## src/rtl/icache_refill_pkg.sv

```systemverilog
// Shared definitions for the instruction-cache line refill unit and the cache
// that consumes its lines: state encoding, line geometry and address fields.
package icache_refill_pkg;

  localparam int unsigned ADDR_WIDTH     = 32;
  localparam int unsigned WORD_WIDTH     = 32;
  localparam int unsigned LINE_WIDTH     = 128;
  localparam int unsigned WORDS_PER_LINE = 4;
  localparam int unsigned CNT_WIDTH      = 2;

  // Address fields shared with the cache (byte offset, set index, tag)
  localparam int unsigned OFFSET_LSB = 0;
  localparam int unsigned OFFSET_MSB = 3;
  localparam int unsigned INDEX_LSB  = 4;
  localparam int unsigned INDEX_MSB  = 8;
  localparam int unsigned TAG_LSB    = 9;
  localparam int unsigned TAG_MSB    = 31;

  localparam int unsigned LINE_ADDR_WIDTH = ADDR_WIDTH - INDEX_LSB;

  typedef enum logic [1:0] {
    ST_IDLE = 2'd0,
    ST_REQ  = 2'd1,
    ST_WAIT = 2'd2,
    ST_DONE = 2'd3
  } refill_state_e;

  // Word address of slot cnt within the line whose upper address bits are line_addr
  function automatic logic [ADDR_WIDTH-1:0] word_addr(
    input logic [LINE_ADDR_WIDTH-1:0] line_addr,
    input logic [CNT_WIDTH-1:0]       cnt
  );
    return {line_addr, cnt, 2'b00};
  endfunction

endpackage

```

## src/rtl/icache_refill_if.sv

```systemverilog
// Miss, memory and line-delivery signals between the refill unit and its
// neighbours; slave is the refill unit, master is the cache/memory side.
interface icache_refill_if #(
  parameter int unsigned LINE_WIDTH = icache_refill_pkg::LINE_WIDTH
);

  logic                  miss_valid;
  logic [31:0]           miss_pc;
  logic                  miss_ready;
  logic                  mem_req;
  logic [31:0]           mem_addr;
  logic                  mem_gnt;
  logic                  mem_rvalid;
  logic [31:0]           mem_rdata;
  logic                  line_valid;
  logic [LINE_WIDTH-1:0] line_data;
  logic [31:0]           line_pc;
  logic                  err;

  modport slave (
    input  miss_valid, miss_pc, mem_gnt, mem_rvalid, mem_rdata,
    output miss_ready, mem_req, mem_addr, line_valid, line_data, line_pc, err
  );

  modport master (
    output miss_valid, miss_pc, mem_gnt, mem_rvalid, mem_rdata,
    input  miss_ready, mem_req, mem_addr, line_valid, line_data, line_pc, err
  );

endinterface

```

## src/rtl/icache_refill_timer.sv

```systemverilog
// Loadable saturating counter measuring how long a memory response is outstanding.
module refill_timer #(
  parameter int unsigned LIMIT = 255
) (
  input  logic clk,
  input  logic rst,
  input  logic clear,
  input  logic tick,
  output logic last_c
);

  localparam int unsigned CW = $clog2(LIMIT + 1);

  logic [CW-1:0] count_q;

  // Saturates at LIMIT so a stuck tick can never wrap back to a safe value
  always_ff @(posedge clk or posedge rst) begin
    if (rst) begin
      count_q <= '0;
    end else if (clear) begin
      count_q <= '0;
    end else if (tick && (count_q != CW'(LIMIT))) begin
      count_q <= count_q + CW'(1);
    end
  end

  // The next tick brings the count to LIMIT
  assign last_c = (count_q == CW'(LIMIT - 1));

endmodule

```

## src/rtl/icache_refill.sv

```systemverilog
// Fetches one cache line as four sequential word reads from instruction memory
// and delivers it with a one-cycle line_valid pulse, aborting on response timeout.
module icache_refill #(
  parameter int unsigned LINE_WIDTH = icache_refill_pkg::LINE_WIDTH,
  parameter int unsigned TIMEOUT    = 255
) (
  input logic            clk,
  input logic            rst,
  icache_refill_if.slave bus
);

  import icache_refill_pkg::*;

  refill_state_e          state_q, state_n;
  logic [CNT_WIDTH-1:0]   cnt_q, cnt_n;
  logic [31:0]            line_pc_q, line_pc_n;
  logic [LINE_WIDTH-1:0]  line_data_q, line_data_n;
  logic [31:0]            mem_addr_q, mem_addr_n;
  logic                   mem_req_q, mem_req_n;
  logic                   miss_ready_q, miss_ready_n;
  logic                   line_valid_q, line_valid_n;
  logic                   err_q, err_n;
  logic                   timer_clear_c;
  logic                   timer_tick_c;
  logic                   timer_last_c;

  refill_timer #(.LIMIT(TIMEOUT)) u_timer (
    .clk    (clk),
    .rst    (rst),
    .clear  (timer_clear_c),
    .tick   (timer_tick_c),
    .last_c (timer_last_c)
  );

  // State, fill context and registered outputs
  always_ff @(posedge clk or posedge rst) begin
    if (rst) begin
      state_q      <= ST_IDLE;
      cnt_q        <= '0;
      line_pc_q    <= '0;
      line_data_q  <= '0;
      mem_addr_q   <= '0;
      mem_req_q    <= 1'b0;
      miss_ready_q <= 1'b1;
      line_valid_q <= 1'b0;
      err_q        <= 1'b0;
    end else begin
      state_q      <= state_n;
      cnt_q        <= cnt_n;
      line_pc_q    <= line_pc_n;
      line_data_q  <= line_data_n;
      mem_addr_q   <= mem_addr_n;
      mem_req_q    <= mem_req_n;
      miss_ready_q <= miss_ready_n;
      line_valid_q <= line_valid_n;
      err_q        <= err_n;
    end
  end

  // Next-state, slot write and next-output decode
  always_comb begin
    state_n       = state_q;
    cnt_n         = cnt_q;
    line_pc_n     = line_pc_q;
    line_data_n   = line_data_q;
    timer_clear_c = 1'b0;
    timer_tick_c  = 1'b0;
    err_n         = 1'b0;

    unique case (state_q)
      ST_IDLE: begin
        if (bus.miss_valid) begin
          line_pc_n     = bus.miss_pc;
          cnt_n         = '0;
          timer_clear_c = 1'b1;
          state_n       = ST_REQ;
        end
      end
      ST_REQ: begin
        // A same-cycle rvalid is not a response to this request and is dropped
        if (bus.mem_gnt) begin
          timer_clear_c = 1'b1;
          state_n       = ST_WAIT;
        end
      end
      ST_WAIT: begin
        if (bus.mem_rvalid) begin
          for (int k = 0; k < int'(WORDS_PER_LINE); k++) begin
            if (cnt_q == CNT_WIDTH'(k)) begin
              line_data_n[LINE_WIDTH-1-WORD_WIDTH*k -: WORD_WIDTH] = bus.mem_rdata;
            end
          end
          if (cnt_q == CNT_WIDTH'(WORDS_PER_LINE - 1)) begin
            state_n = ST_DONE;
          end else begin
            cnt_n   = cnt_q + CNT_WIDTH'(1);
            state_n = ST_REQ;
          end
        end else begin
          timer_tick_c = 1'b1;
          if (timer_last_c) begin
            err_n   = 1'b1;
            state_n = ST_IDLE;
          end
        end
      end
      ST_DONE: begin
        state_n = ST_IDLE;
      end
      default: begin
        state_n = ST_IDLE;
      end
    endcase

    miss_ready_n = (state_n == ST_IDLE);
    mem_req_n    = (state_n == ST_REQ);
    line_valid_n = (state_n == ST_DONE);
    mem_addr_n   = word_addr(line_pc_n[ADDR_WIDTH-1:INDEX_LSB], cnt_n);
  end

  assign bus.miss_ready = miss_ready_q;
  assign bus.mem_req    = mem_req_q;
  assign bus.mem_addr   = mem_addr_q;
  assign bus.line_valid = line_valid_q;
  assign bus.line_data  = line_data_q;
  assign bus.line_pc    = line_pc_q;
  assign bus.err        = err_q;

endmodule
```

## src/flat_wrapper.sv

```systemverilog
// flat-port wrapper written by rule: the top's interface ports become plain ports
module icache_refill_flat import icache_refill_pkg::*;
#(
  parameter int unsigned LINE_WIDTH = icache_refill_pkg::LINE_WIDTH,
  parameter int unsigned TIMEOUT    = 255
)
  (clk, rst, bus_miss_valid, bus_miss_pc, bus_mem_gnt, bus_mem_rvalid, bus_mem_rdata, bus_miss_ready, bus_mem_req, bus_mem_addr, bus_line_valid, bus_line_data, bus_line_pc, bus_err);
  icache_refill_if #(.LINE_WIDTH(LINE_WIDTH)) bus_i ();
  input logic clk;
  input logic rst;
  input wire logic [$bits(bus_i.miss_valid)-1:0] bus_miss_valid;
  input wire logic [$bits(bus_i.miss_pc)-1:0] bus_miss_pc;
  input wire logic [$bits(bus_i.mem_gnt)-1:0] bus_mem_gnt;
  input wire logic [$bits(bus_i.mem_rvalid)-1:0] bus_mem_rvalid;
  input wire logic [$bits(bus_i.mem_rdata)-1:0] bus_mem_rdata;
  output wire logic [$bits(bus_i.miss_ready)-1:0] bus_miss_ready;
  output wire logic [$bits(bus_i.mem_req)-1:0] bus_mem_req;
  output wire logic [$bits(bus_i.mem_addr)-1:0] bus_mem_addr;
  output wire logic [$bits(bus_i.line_valid)-1:0] bus_line_valid;
  output wire logic [$bits(bus_i.line_data)-1:0] bus_line_data;
  output wire logic [$bits(bus_i.line_pc)-1:0] bus_line_pc;
  output wire logic [$bits(bus_i.err)-1:0] bus_err;
  assign bus_i.miss_valid = bus_miss_valid;
  assign bus_i.miss_pc = bus_miss_pc;
  assign bus_i.mem_gnt = bus_mem_gnt;
  assign bus_i.mem_rvalid = bus_mem_rvalid;
  assign bus_i.mem_rdata = bus_mem_rdata;
  assign bus_miss_ready = bus_i.miss_ready;
  assign bus_mem_req = bus_i.mem_req;
  assign bus_mem_addr = bus_i.mem_addr;
  assign bus_line_valid = bus_i.line_valid;
  assign bus_line_data = bus_i.line_data;
  assign bus_line_pc = bus_i.line_pc;
  assign bus_err = bus_i.err;
  icache_refill #(.LINE_WIDTH(LINE_WIDTH), .TIMEOUT(TIMEOUT)) u_core (.clk(clk), .rst(rst), .bus(bus_i));
endmodule
```

## config.mk

```make
export PLATFORM = sky130hd
export DESIGN_NAME = icache_refill_flat
export DESIGN_NICKNAME = d
export VERILOG_FILES = /design/src/rtl/icache_refill_pkg.sv /design/src/rtl/icache_refill_if.sv /design/src/rtl/icache_refill_timer.sv /design/src/rtl/icache_refill.sv /design/src/flat_wrapper.sv
export SDC_FILE = /design/constraint.sdc
export NUM_CORES = 1
export LEC_CHECK = 0
export CORE_ASPECT_RATIO = 1.1
export CORE_UTILIZATION = 41
export CTS_CLUSTER_SIZE = 40
export DETAILED_ROUTE_END_ITERATION = 8
export PLACE_DENSITY_LB_ADDON = 0.12
export REMOVE_ABC_BUFFERS = 1
export SLEW_MARGIN = 20
export SYNTH_ARGS = -nofsm -noshare
export SYNTH_HDL_FRONTEND = slang
export SYNTH_HIERARCHICAL = 1
export SYNTH_SLANG_ARGS = --single-unit
```

## constraint.sdc

```tcl
create_clock -name clk -period 6.3 [get_ports clk]
set_input_delay 1.575 -clock clk [delete_from_list [all_inputs] [get_ports clk]]
set_output_delay 1.575 -clock clk [all_outputs]
set_load 0.05 [all_outputs]
```

=== Word level (Yosys, flattened, before mapping) ===
Cells that the tools add are included.

* Flip-flop bits (word level): 206
* Output and inout bits: 196

* Equality and inequality tests: 10
* Add/sub/neg operators: 2
* Reductions and logical operators: 10
* Mux-type cells: 22

{| class="wikitable"
|+ Operators by type and width
! operator !! number
|-
| $mux W32 || 2
|-
| $mux W2 || 8
|-
| $mux W8 || 2
|-
| $reduce_and A3 Y1 || 4
|-
| $eq A2 B2 Y1 const B || 5
|-
| $add A8 B1 Y8 const B || 1
|-
| $eq A8 B8 Y1 const B || 1
|-
| $ne A8 B8 Y1 const B || 1
|-
| $pmux W2 S4 || 1
|-
| $mux W1 || 7
|-
| $eq A2 B1 Y1 const B || 3
|-
| $logic_not A2 Y1 || 3
|-
| $pmux W2 S2 || 1
|-
| $add A2 B1 Y2 const B || 1
|-
| $pmux W1 S2 || 1
|-
| $reduce_and A2 Y1 || 1
|-
| $reduce_bool A2 Y1 || 1
|-
| $logic_and A1 B1 Y1 || 1
|}

=== Longest topological paths before layout ===
Gate-level depths: netlist of the first run.

* Word-level depth: 5
* Depth in mapped cells: 6
* Gate-level depth less buffers: 6

=== Hierarchy ===
The synthesis of the first run kept the hierarchy.

{| class="wikitable"
|+ Modules (own cells, without submodules)
! module !! area each (µm²) !! cells each !! sequential area each (µm²) !! times used
|-
| icache_refill || 6806.5 || 405 || 4205.3 || 1
|-
| refill_timer || 524.3 || 55 || 200.2 || 1
|}

=== Worst setup path after synthesis of the first run ===
OpenSTA, ideal clock, no wires.

* Path type: input-to-reg
* Start: input bus_mem_rvalid
* End: register u_core.u_timer.count_q[0]
* Library setup time: 0.125 ns
* Slack: 3.418 ns
* Stages on the path: 4
* Arrival time: 2.757 ns
* Required time: 6.175 ns
* Cells stage by stage: nor3b_1 inv_1 a31oi_4 mux2_4

* Longest elaborated chain between the ends: 4

{| class="wikitable"
|+ Ends and longest elaborated chain
! item !! line !! source
|-
| start: declaration || flat_wrapper.sv:14 || <nowiki>input wire logic [$bits(bus_i.mem_rvalid)-1:0] bus_mem_rvalid;</nowiki>
|-
| $mux W1 || icache_refill.sv:87 || <nowiki>if (bus.mem_rvalid) begin</nowiki>
|-
| $mux W1 || icache_refill.sv:70 || <nowiki>unique case (state_q)</nowiki>
|-
| $logic_and A1 B1 Y1 || icache_refill_timer.sv:22 || <nowiki>end else if (tick && (count_q != CW'(LIMIT))) begin</nowiki>
|-
| $reduce_bool A2 Y1 (no line) || n/a ||
|-
| end signal: assignment || icache_refill_timer.sv:23 || <nowiki>count_q <= count_q + CW'(1);</nowiki>
|-
| end: declaration || icache_refill_timer.sv:14 || <nowiki>logic [CW-1:0] count_q;</nowiki>
|}

Every way passes these cells.
A chain may end at the register's enable or synchronous reset.

=== Worst setup path in the final report of the first run ===
* Start: input bus_mem_rvalid
* End: register u_core.line_data_q[116], in the netlist u_core/bus.line_data[116]

* Longest elaborated chain between the ends: 1

{| class="wikitable"
|+ Ends and longest elaborated chain
! item !! line !! source
|-
| $reduce_and A3 Y1 (no line) || n/a ||
|-
| end signal: assignment || icache_refill.sv:51 || <nowiki>line_data_q <= line_data_n;</nowiki>
|-
| end: declaration || icache_refill.sv:17 || <nowiki>logic [LINE_WIDTH-1:0] line_data_q, line_data_n;</nowiki>
|}

Every way passes these cells.

==> impl_metrics.env, run 1 <==
export IMPL_fin_worst_skew_ps=6.882
export IMPL_outcome="complete, no violations"
export IMPL_post_route_min_period_ps=3472
export IMPL_seq_area_frac_synth_pct=60.10
export IMPL_h_tree_depth=4
export IMPL_drt_wl_total_mm=16.57
export IMPL_place_congestion=0.7754
export IMPL_cp_end_kind="flop"
export IMPL_pin_count=265
export IMPL_leakage_nw=4.768
export IMPL_fmax_mhz=288.1
export IMPL_ys_top_cells_by_area="dfrtp_1 60%, mux2_2 18%, mux2_4 8.2%"
export IMPL_start_util_pct=42.46
export IMPL_insertion_delay_ps=420
export IMPL_yosysWarnings=6
export IMPL_synth_edf_count=0
export IMPL_grt_antenna_before_repair=0
export IMPL_synthFlopType="dfrtp_1"
export IMPL_cts_tree="done"
export IMPL_placed_cell_area_mm2=0.009834
export IMPL_seqCellArea_mm2=0.004405
export IMPL_crit_required_ps=6600
export IMPL_r2r_cells=4
export IMPL_postLayoutCellArea_mm2=0.01044
export IMPL_die_w_um=129.5
export IMPL_yosysUniqueCellTypes=45
export IMPL_max_clock_path_buffers=2
export IMPL_ys_ff_latch=176
export IMPL_area_delta_synth_final_pct=42.40
export IMPL_drc=0
export IMPL_clkSlewWorstSetupHoldPaths_ps=70
export IMPL_grt_max_degree=97
export IMPL_setup_viol=0
export IMPL_diodes=0
export IMPL_nNetsFinal=766
export IMPL_hold_violations=0
export IMPL_crit_arrival_ps=3770
export IMPL_fin_crit_sh_pct=55.10
export IMPL_clockRootBuffer="clkbuf_16"
export IMPL_postRouteAntennaNets=0
export IMPL_worstPathCellList="clkdlybuf4s50_1 > nor2b_4 > and4b_2 > mux2_2"
export IMPL_grt_use_total_pct=18.82
export IMPL_cp_max_fo=32
export IMPL_maxCapViolations=0
export IMPL_drive_gt1_share_pct=29.24
export IMPL_numPortBuffers=262
export IMPL_power_density_mw_per_mm2=555.4
export IMPL_cts_resized=0
export IMPL_synthCells=460
export IMPL_drtIter0Drc=151
export IMPL_multi_input_area_mm2=0.002445
export IMPL_peakVddDrop_uv=294.0
export IMPL_detail_route_vias_per_cell=4.769
export IMPL_cpPeakStageDelay_ps=930
export IMPL_crit_slowest_cell="and4b_2"
export IMPL_grt_pass1_vias=4752
export IMPL_path_class="in -> reg"
export IMPL_holdPathStages=1
export IMPL_clkSinkCount=176
export IMPL_startpoint_type="input pin"
export IMPL_synth_common_cells="175 x dfrtp_1, 119 x mux2_2, 40 x mux2_4"
export IMPL_fp_dieH_um=142.2
export IMPL_yosysMostFrequentCell="dfrtp_1"
export IMPL_rows=50
export IMPL_hold_buffers=0
export IMPL_dieArea_mm2=0.01842
export IMPL_fillCellCount=1408
export IMPL_core_area_mm2=0.01727
export IMPL_syn_area_per_cell_um2=15.94
export IMPL_rsz0062_at_grt="false"
export IMPL_fin_tns_setup_ps=0
export IMPL_grt_pass1_wl_mm=26.10
export IMPL_slew_headroom_pct=27.55
export IMPL_synth_largest_area_cell="dfrtp_1"
export IMPL_vias=4492
export IMPL_tightestPinTransition_ps=1087
export IMPL_synthDominantCellAreaShare_pct=59.74
export IMPL_post_cts_setup_buffers=0
export IMPL_dr_pass1_iters=4
export IMPL_wl_per_cell_um=17.59
export IMPL_synth_area_mm2=0.007331
export IMPL_dp_hpwl_mm=11.86
export IMPL_slew_violations=0
export IMPL_grt_ovfl_total=0
export IMPL_synthArstFlopShare_pct=100.0
export IMPL_numCtsBuffers=17
export IMPL_holdCritPathClass="reg -> reg"
## sequential cells by signal, summed over array words and instances, names as in the netlist
signal and count:
u_core/cnt_q 1, u_core/bus.err 1, u_core/bus.mem_req 1, u_core/state_q 2
u_core/bus.line_data 128, u_core/bus.line_pc 4, u_core/bus.mem_addr 29, u_core/u_timer/count_q 8
u_core/bus.line_valid 1, u_core/bus.miss_ready 1
## cell families after synthesis
family / Yosys count / share of synthesized area, %
buf+inv: 60 / 6.725
mux: 163 / 27.09
other cells: 1 / 0.05115
flops: 176 / 60.10
compound gates: 18 / 1.963
simple gates: 40 / 3.738
fa+ha+maj: 2 / 0.3413
## critical path: cells and delay by family
| family | cells | cell delay [ps] |
|---|---|---|
| and+or+nand+nor | 2 | 1190 |
| buffers and inverters | 1 | 580 |
| muxes | 1 | 420 |
## per-layer routing
metal	vias up	global-route usage (%)	share of wire, %
met4	0	6.671	1.5
met3	20	5.376	6.3
met1	2268	22.51	40
li1	2064	-	-
met5	-	0	0
met2	140	32.26	52
## report_power, final
part	switching (mW)	internal [mW]	total, mW	leakage, nW
clock network	0.448	0.613	1.06	0.288
registers	0.223	1.48	1.70	2.30
logic	1.96	1.08	3.04	2.18
## stage by stage
stage	setup slack, ps	total power, mW	instances	util, %	hold WS, ps
4_1_cts	2832	5.864	942	60.46	501.0
6_report	2828	5.798	942	60.46	499.5
3_5_place_dp	2359	4.786	910	56.96	486.1
2_1_floorplan	179.9	3.694	410	-	459.2
3_3_place_gp	2442	4.738	910	56.96	478.6
5_1_grt	2722	6.030	942	60.46	519.2
## worst paths after layout
path	start	endpoint	slack, ps
max reg2reg	u_core/state_q[1]	u_core/u_timer/count_q[5]	4010
max	bus_mem_rvalid	u_core/bus.line_data[116]	2830
min	u_core/bus.line_data[68]	u_core/bus.line_data[68]	500
min in group asynchronous	rst	u_core/u_timer/count_q[1]	1540
min reg2reg	u_core/bus.line_data[68]	u_core/bus.line_data[68]	500
max in group asynchronous	rst	u_core/bus.line_data[116]	3480
## final cells by class
type / count / share of cell area (%)
clock inverters: 13 / 1.450
repair buffers: 266 / 25.41
clock buffers: 19 / 4.339
multi-input cells: 225 / 23.42
flip-flops and latches: 176 / 42.20
well taps: 234 / 2.805
inverters: 9 / 0.3716
## layout by cell type, fill, tap and decap left out, types with 2 or more instances in the layout
master             n
a211oi_1           3
a21o_1             2
a21oi_1            6
and3_1             3
buf_4              4
bufinv_16          2
clkbuf_16         17
clkbuf_8           2
clkdlybuf4s50_1  262
clkinv_4           3
clkinvlp_4         3
conb_1             2
dfrtp_1          175
ha_1               2
inv_1              8
inv_6              4
mux2_1             4
mux2_2           119
mux2_4            40
nand2_1            5
nand3_1            2
nand4_1            2
nand4b_4           2
nor2_1             7
nor2b_1            2
nor3_1             2
nor4_1             2
Power figures use the tool's default switching activity.
==> run 2: changes to the inputs <==
--- a/config.mk
+++ b/config.mk
@@ -6,7 +6,7 @@
 export NUM_CORES = 1
 export LEC_CHECK = 0
 export CORE_ASPECT_RATIO = 1.1
-export CORE_UTILIZATION = 41
+export CORE_UTILIZATION = 45
 export CTS_CLUSTER_SIZE = 40
 export DETAILED_ROUTE_END_ITERATION = 8
 export PLACE_DENSITY_LB_ADDON = 0.12
==> constraint.sdc (replaced) <==
create_clock -name clk -period 3.5 [get_ports clk]
set_input_delay 0.875 -clock clk [delete_from_list [all_inputs] [get_ports clk]]
set_output_delay 0.875 -clock clk [all_outputs]
set_load 0.05 [all_outputs]
==> run 2 against run 1 <==
Net effect:
- wire length up 2.2%
- sequential cell count unchanged
- via count is 0.69% higher
- clock power increased by 75%
- non-clock buffer count is 9 higher
- worst hold slack better by 2.6 ps
- register-to-register slack worse by 2500 ps
- worst setup slack got worse by 2000 ps
- die area down 8.8%
- total power rose by 80%
- global-route usage increased by 2.3 points
- critical path type is now reg -> out
- largest power group unchanged
- highest routed layer unchanged
==> impl_metrics.env, run 2 (synthesized netlist as in run 1, its figures left out) <==
export IMPL_finalWorstSetupSlack_ps=780.4
export IMPL_numPortBuffers=262
export IMPL_dp_hpwl_mm=12.63
export IMPL_drive_gt1_share_pct=29.41
export IMPL_tightestPinTransition_ps=578.9
export IMPL_peakVddDrop_uv=605.6
export IMPL_slew_violations=0
export IMPL_slew_headroom_pct=61.29
export IMPL_crit_slowest_cell="clkdlybuf4s50_1"
export IMPL_drc=0
export IMPL_max_clock_path_buffers=2
export IMPL_cpPeakStageDelay_ps=900
export IMPL_largest_reg_flops=128
export IMPL_dieArea_mm2=0.01681
export IMPL_place_congestion=0.7934
export IMPL_dr_pass1_iters=4
export IMPL_worstPathCellList="clkdlybuf4s50_1"
export IMPL_cts_resized=0
export IMPL_power_density_mw_per_mm2=997.9
export IMPL_post_cts_setup_buffers=0
export IMPL_insertion_delay_ps=420
export IMPL_grt_use_total_pct=21.15
export IMPL_holdCritPathClass="reg -> reg"
export IMPL_drtIter0Drc=215
export IMPL_hold_ws_ps=502.1
export IMPL_area_delta_synth_final_pct=42.38
export IMPL_postRouteAntennaNets=0
export IMPL_startpoint_type="flop"
export IMPL_detail_route_vias_per_cell=4.949
export IMPL_fp_dieH_um=135.9
export IMPL_diodes=0
export IMPL_crit_arrival_ps=1840
export IMPL_die_w_um=123.7
export IMPL_numCtsBuffers=17
export IMPL_cp_buffers_inverters=1
export IMPL_hold_violations=0
export IMPL_nNetsFinal=775
export IMPL_leakage_nw=4.812
export IMPL_post_route_min_period_ps=2720
export IMPL_grt_antenna_before_repair=0
export IMPL_pin_count=265
export IMPL_cp_max_fo=7
export IMPL_hold_buffers=0
export IMPL_fin_worst_skew_ps=7.202
export IMPL_cp_startpoint="u_core/cnt_q[0]"
export IMPL_core_area_mm2=0.01580
export IMPL_drt_wl_total_mm=16.94
export IMPL_grt_pass1_vias=4850
export IMPL_wl_per_cell_um=18.54
export IMPL_final_cell_mix="262 x clkdlybuf4s50_1, 175 x dfrtp_1, 119 x mux2_2"
export IMPL_path_class="reg -> out"
export IMPL_h_tree_depth=4
export IMPL_cp_end_kind="output pin"
export IMPL_cts_tree="done"
export IMPL_fin_crit_sh_pct=77.70
export IMPL_start_util_pct=46.41
export IMPL_crit_family="buffers and inverters"
export IMPL_crit_required_ps=2620
export IMPL_clockRootBuffer="clkbuf_16"
export IMPL_fmax_mhz=367.7
export IMPL_grt_pass1_wl_mm=26.43
export IMPL_r2r_start="u_core/state_q[1]"
export IMPL_fin_tns_setup_ps=0
export IMPL_layout_commonest_cell="clkdlybuf4s50_1"
export IMPL_multi_input_area_mm2=0.002445
export IMPL_clkSlewWorstSetupHoldPaths_ps=60
export IMPL_outcome="complete, no violations"
export IMPL_seqCellArea_mm2=0.004405
export IMPL_rows=48
export IMPL_clkSinkCount=176
export IMPL_rsz0062_at_grt="false"
export IMPL_grt_max_degree=61
export IMPL_final_core_util_pct=66.08
export IMPL_fillCellCount=1176
export IMPL_place_ws_ps=674.7
export IMPL_grt_ovfl_total=0
export IMPL_setup_viol=0
export IMPL_vias=4523
export IMPL_maxCapViolations=0
export IMPL_worstHoldStart="u_core/bus.line_data[77]"
export IMPL_placed_cells=885
export IMPL_final_cells=914
==> run 2: area by class of cell <==
cell class | count | area share [%]
Clock buffer | 21 | 4.316
Tap cell | 200 | 2.398
Inverter | 9 | 0.3716
Multi-Input combinational cell | 225 | 23.42
Timing Repair Buffer | 275 | 26.18
Clock inverter | 8 | 1.103
Sequential cell | 176 | 42.21
==> run 2: where the power goes <==
group / internal (mW) / switching [mW] / total (mW) / leakage, nW
sequential: 2.66 / 0.407 / 3.07 / 2.30
clock: 1.12 / 0.727 / 1.85 / 0.282
combinational: 1.96 / 3.54 / 5.49 / 2.23
==> run 2: layer usage <==
| layer | part of all wire [%] | up-vias | track usage, % |
|---|---|---|---|
| met3 | 6.3 | 22 | 6.082 |
| met5 | 0 | - | 0 |
| met1 | 40 | 2298 | 25.01 |
| met2 | 52 | 138 | 35.99 |
| met4 | 2.2 | 0 | 8.300 |
| li1 | - | 2065 | - |
==> run 2: path summary, 6_finish.rpt <==
check | end | slack [ps] | cells after the start
max | bus_mem_addr[2] | 780 | 1
min | u_core/bus.line_data[77] | 500 | 1
max reg2reg | u_core/bus.line_data[15] | 1470 | 4
min reg2reg | u_core/bus.line_data[77] | 500 | 1
max in group asynchronous | u_core/bus.mem_addr[17] | 1800 | 3
min in group asynchronous | u_core/u_timer/count_q[0] | 840 | 2
==> run 2: per-stage QoR <==
step	power [mW]	area, µm²
after floorplan	6.650	6875
after global placement	8.551	9872
after detailed placement	8.641	9872
after CTS	10.51	10440
after global routing	10.82	10440
final	10.42	10440
==> run 3: changes to the inputs <==
--- a/config.mk
+++ b/config.mk
@@ -6,7 +6,7 @@
 export NUM_CORES = 1
 export LEC_CHECK = 0
 export CORE_ASPECT_RATIO = 1.1
-export CORE_UTILIZATION = 45
+export CORE_UTILIZATION = 41
 export CTS_CLUSTER_SIZE = 40
 export DETAILED_ROUTE_END_ITERATION = 8
 export PLACE_DENSITY_LB_ADDON = 0.12
==> constraint.sdc (replaced) <==
create_clock -name clk -period 2.5 [get_ports clk]
set_input_delay 0.625 -clock clk [delete_from_list [all_inputs] [get_ports clk]]
set_output_delay 0.625 -clock clk [all_outputs]
set_load 0.05 [all_outputs]
==> run 3 against run 2 <==
Net effect:
- first-iteration DRC count is 22% lower
- sequential share of layout area is 1.1 points lower
- design area is 2.7% higher
- core utilization is 4.0 points lower
- worst hold slack better by 2.9 ps
- total power is 44% higher
- final cell count is 4.8% higher
- die area is 9.6% higher
- combinational power is 41% higher
- register-to-register slack worse by 830 ps
- via count is 0.53% higher
- critical path type unchanged
- critical endpoint is now bus_mem_addr[3]
- highest routed layer unchanged
==> impl_metrics.env, run 3 (synthesized netlist as in run 1, its figures left out) <==
export IMPL_clkSinkCount=176
export IMPL_fin_crit_sh_pct=96.44
export IMPL_seq_power_share_pct=28.8
export IMPL_setup_viol=0
export IMPL_dieArea_mm2=0.01842
export IMPL_peakVddDrop_uv=769.5
export IMPL_cts_resized=0
export IMPL_cp_buffers_inverters=1
export IMPL_top_usage_layer="met2"
export IMPL_grt_ovfl_total=0
export IMPL_drtIter0Drc=167
export IMPL_numCtsBuffers=17
export IMPL_power_density_mw_per_mm2=1395
export IMPL_diodes=0
export IMPL_grtUsageMet2_pct=33.47
export IMPL_grt_use_total_pct=19.42
export IMPL_p_int_mw=8.285
export IMPL_placed_cells=926
export IMPL_multi_input_area_mm2=0.002445
export IMPL_maxCapViolations=0
export IMPL_hold_violations=0
export IMPL_start_util_pct=42.46
export IMPL_max_clock_path_buffers=2
export IMPL_use_met1_pct=23.13
export IMPL_drc=0
export IMPL_final_cell_mix="261 x clkdlybuf4s50_1, 175 x dfrtp_1, 119 x mux2_2"
export IMPL_area_delta_synth_final_pct=46.24
export IMPL_wl_per_cell_um=17.80
export IMPL_crit_required_ps=1880
export IMPL_largest_reg_flops=128
export IMPL_grt_pass1_wl_mm=26.68
export IMPL_clockRootBuffer="clkbuf_16"
export IMPL_slew_violations=0
export IMPL_numPortBuffers=262
export IMPL_p_comb_share_pct=51.7
export IMPL_crit_slowest_cell="clkdlybuf4s50_1"
export IMPL_startpoint_type="flop"
export IMPL_leakage_nw=4.905
export IMPL_grt_antenna_before_repair=0
export IMPL_detail_route_vias_per_cell=4.746
export IMPL_cpPeakStageDelay_ps=890
export IMPL_slew_headroom_pct=61.61
export IMPL_hold_buffers=0
export IMPL_die_w_um=129.5
export IMPL_crit_family="buffers and inverters"
export IMPL_h_tree_depth=4
export IMPL_cts_tree="done"
export IMPL_fp_dieH_um=142.2
export IMPL_post_route_min_period_ps=2411
export IMPL_tightestPinTransition_ps=574.1
export IMPL_cp_end_kind="output pin"
export IMPL_net_switching_power_mw=6.665
export IMPL_drt_wl_total_mm=17.06
export IMPL_fin_worst_skew_ps=8.604
export IMPL_clkSlewWorstSetupHoldPaths_ps=60
export IMPL_core_area_mm2=0.01727
export IMPL_grt_use_met3_pct=5.827
export IMPL_dp_hpwl_mm=12.64
export IMPL_seqCellArea_mm2=0.004405
export IMPL_grt_pass1_vias=4725
export IMPL_fillCellCount=1362
export IMPL_path_class="reg -> out"
export IMPL_grt_max_degree=51
export IMPL_outcome="complete, no violations"
export IMPL_fmax_mhz=414.7
export IMPL_power_frac_clock_pct=19.5
export IMPL_vias=4547
export IMPL_switching_share_pct=44.58
export IMPL_layout_commonest_cell="clkdlybuf4s50_1"
export IMPL_cp_max_fo=6
export IMPL_worstPathCellList="clkdlybuf4s50_1"
export IMPL_rsz0062_at_grt="false"
export IMPL_dr_pass1_iters=4
export IMPL_crit_arrival_ps=1790
export IMPL_final_cells=958
export IMPL_insertion_delay_ps=420
export IMPL_fin_tns_setup_ps=0
export IMPL_nNetsFinal=782
export IMPL_drive_gt1_share_pct=30.94
export IMPL_post_cts_setup_buffers=0
export IMPL_place_congestion=0.7605
export IMPL_holdCritPathClass="reg -> reg"
export IMPL_postRouteAntennaNets=0
export IMPL_rows=50
export IMPL_pin_count=265
[run 3: changes by cell type in the layout (fill, tap and decap cells not counted), sizes merged]
cell           previous run  this run
buf                      13        21
bufinv                    3         5
clkbuf                   21        17
clkdlybuf4s50           262       261
clkinv                    5         2
clkinvlp                  0         5
inv                       9        12
[run 3: layer usage]
metal,vias up,routed length [µm]
li1,2084,-
met1,2317,6983
met2,134,8876
met3,12,1007
met4,0,189
met5,-,0
[run 3: power groups by stage]
stage	sequential, mW	clock (mW)	combinational, mW
global placement	4.31	0	7.70
finish	4.30	2.92	7.73
floorplan	8.09	0	1.22
detailed placement	4.36	0	7.78
CTS	4.32	2.98	7.79
global route	4.42	3.12	7.99
[run 3: final cells by class]
| type | count | share of cell area [%] |
|---|---|---|
| clock buffers | 17 | 3.968 |
| well taps | 234 | 2.731 |
| flip-flops and latches | 176 | 41.09 |
| clock inverters | 15 | 2.148 |
| repair buffers | 282 | 26.89 |
| multi-input cells | 225 | 22.81 |
| inverters | 9 | 0.3618 |
[run 3: worst paths after layout]
check	start	end	slack [ps]	cells past startpoint
max	u_core/bus.mem_addr[3]	bus_mem_addr[3]	90	1
min	u_core/bus.line_data[95]	u_core/bus.line_data[95]	510	1
max reg2reg	u_core/u_timer/count_q[5]	u_core/bus.miss_ready	640	5
min reg2reg	u_core/bus.line_data[95]	u_core/bus.line_data[95]	510	1
max in group asynchronous	rst	u_core/bus.miss_ready	1280	3
min in group asynchronous	rst	u_core/u_timer/count_q[2]	560	2
[run 3: worst register-to-register path, cell delays in order, from the launching register on]
cell      delay, ps
dfrtp_1         430
and3_1          280
and3_1          230
or4b_1          500
o221ai_1        140
and3b_1         220
[run 3: metrics by stage]
step	instance area (µm²)	setup WS [ps]	utilization (%)	power, mW	hold WS (ps)
global route	10720	29.32	62.09	15.54	518.8
floorplan	6875	-2670	-	9.309	440.7
finish	10720	88.90	62.09	14.95	505.0
CTS	10720	74.93	62.09	15.10	504.6
global placement	10060	165.2	58.29	12.02	478.1
detailed placement	10060	104.9	58.29	12.14	491.9
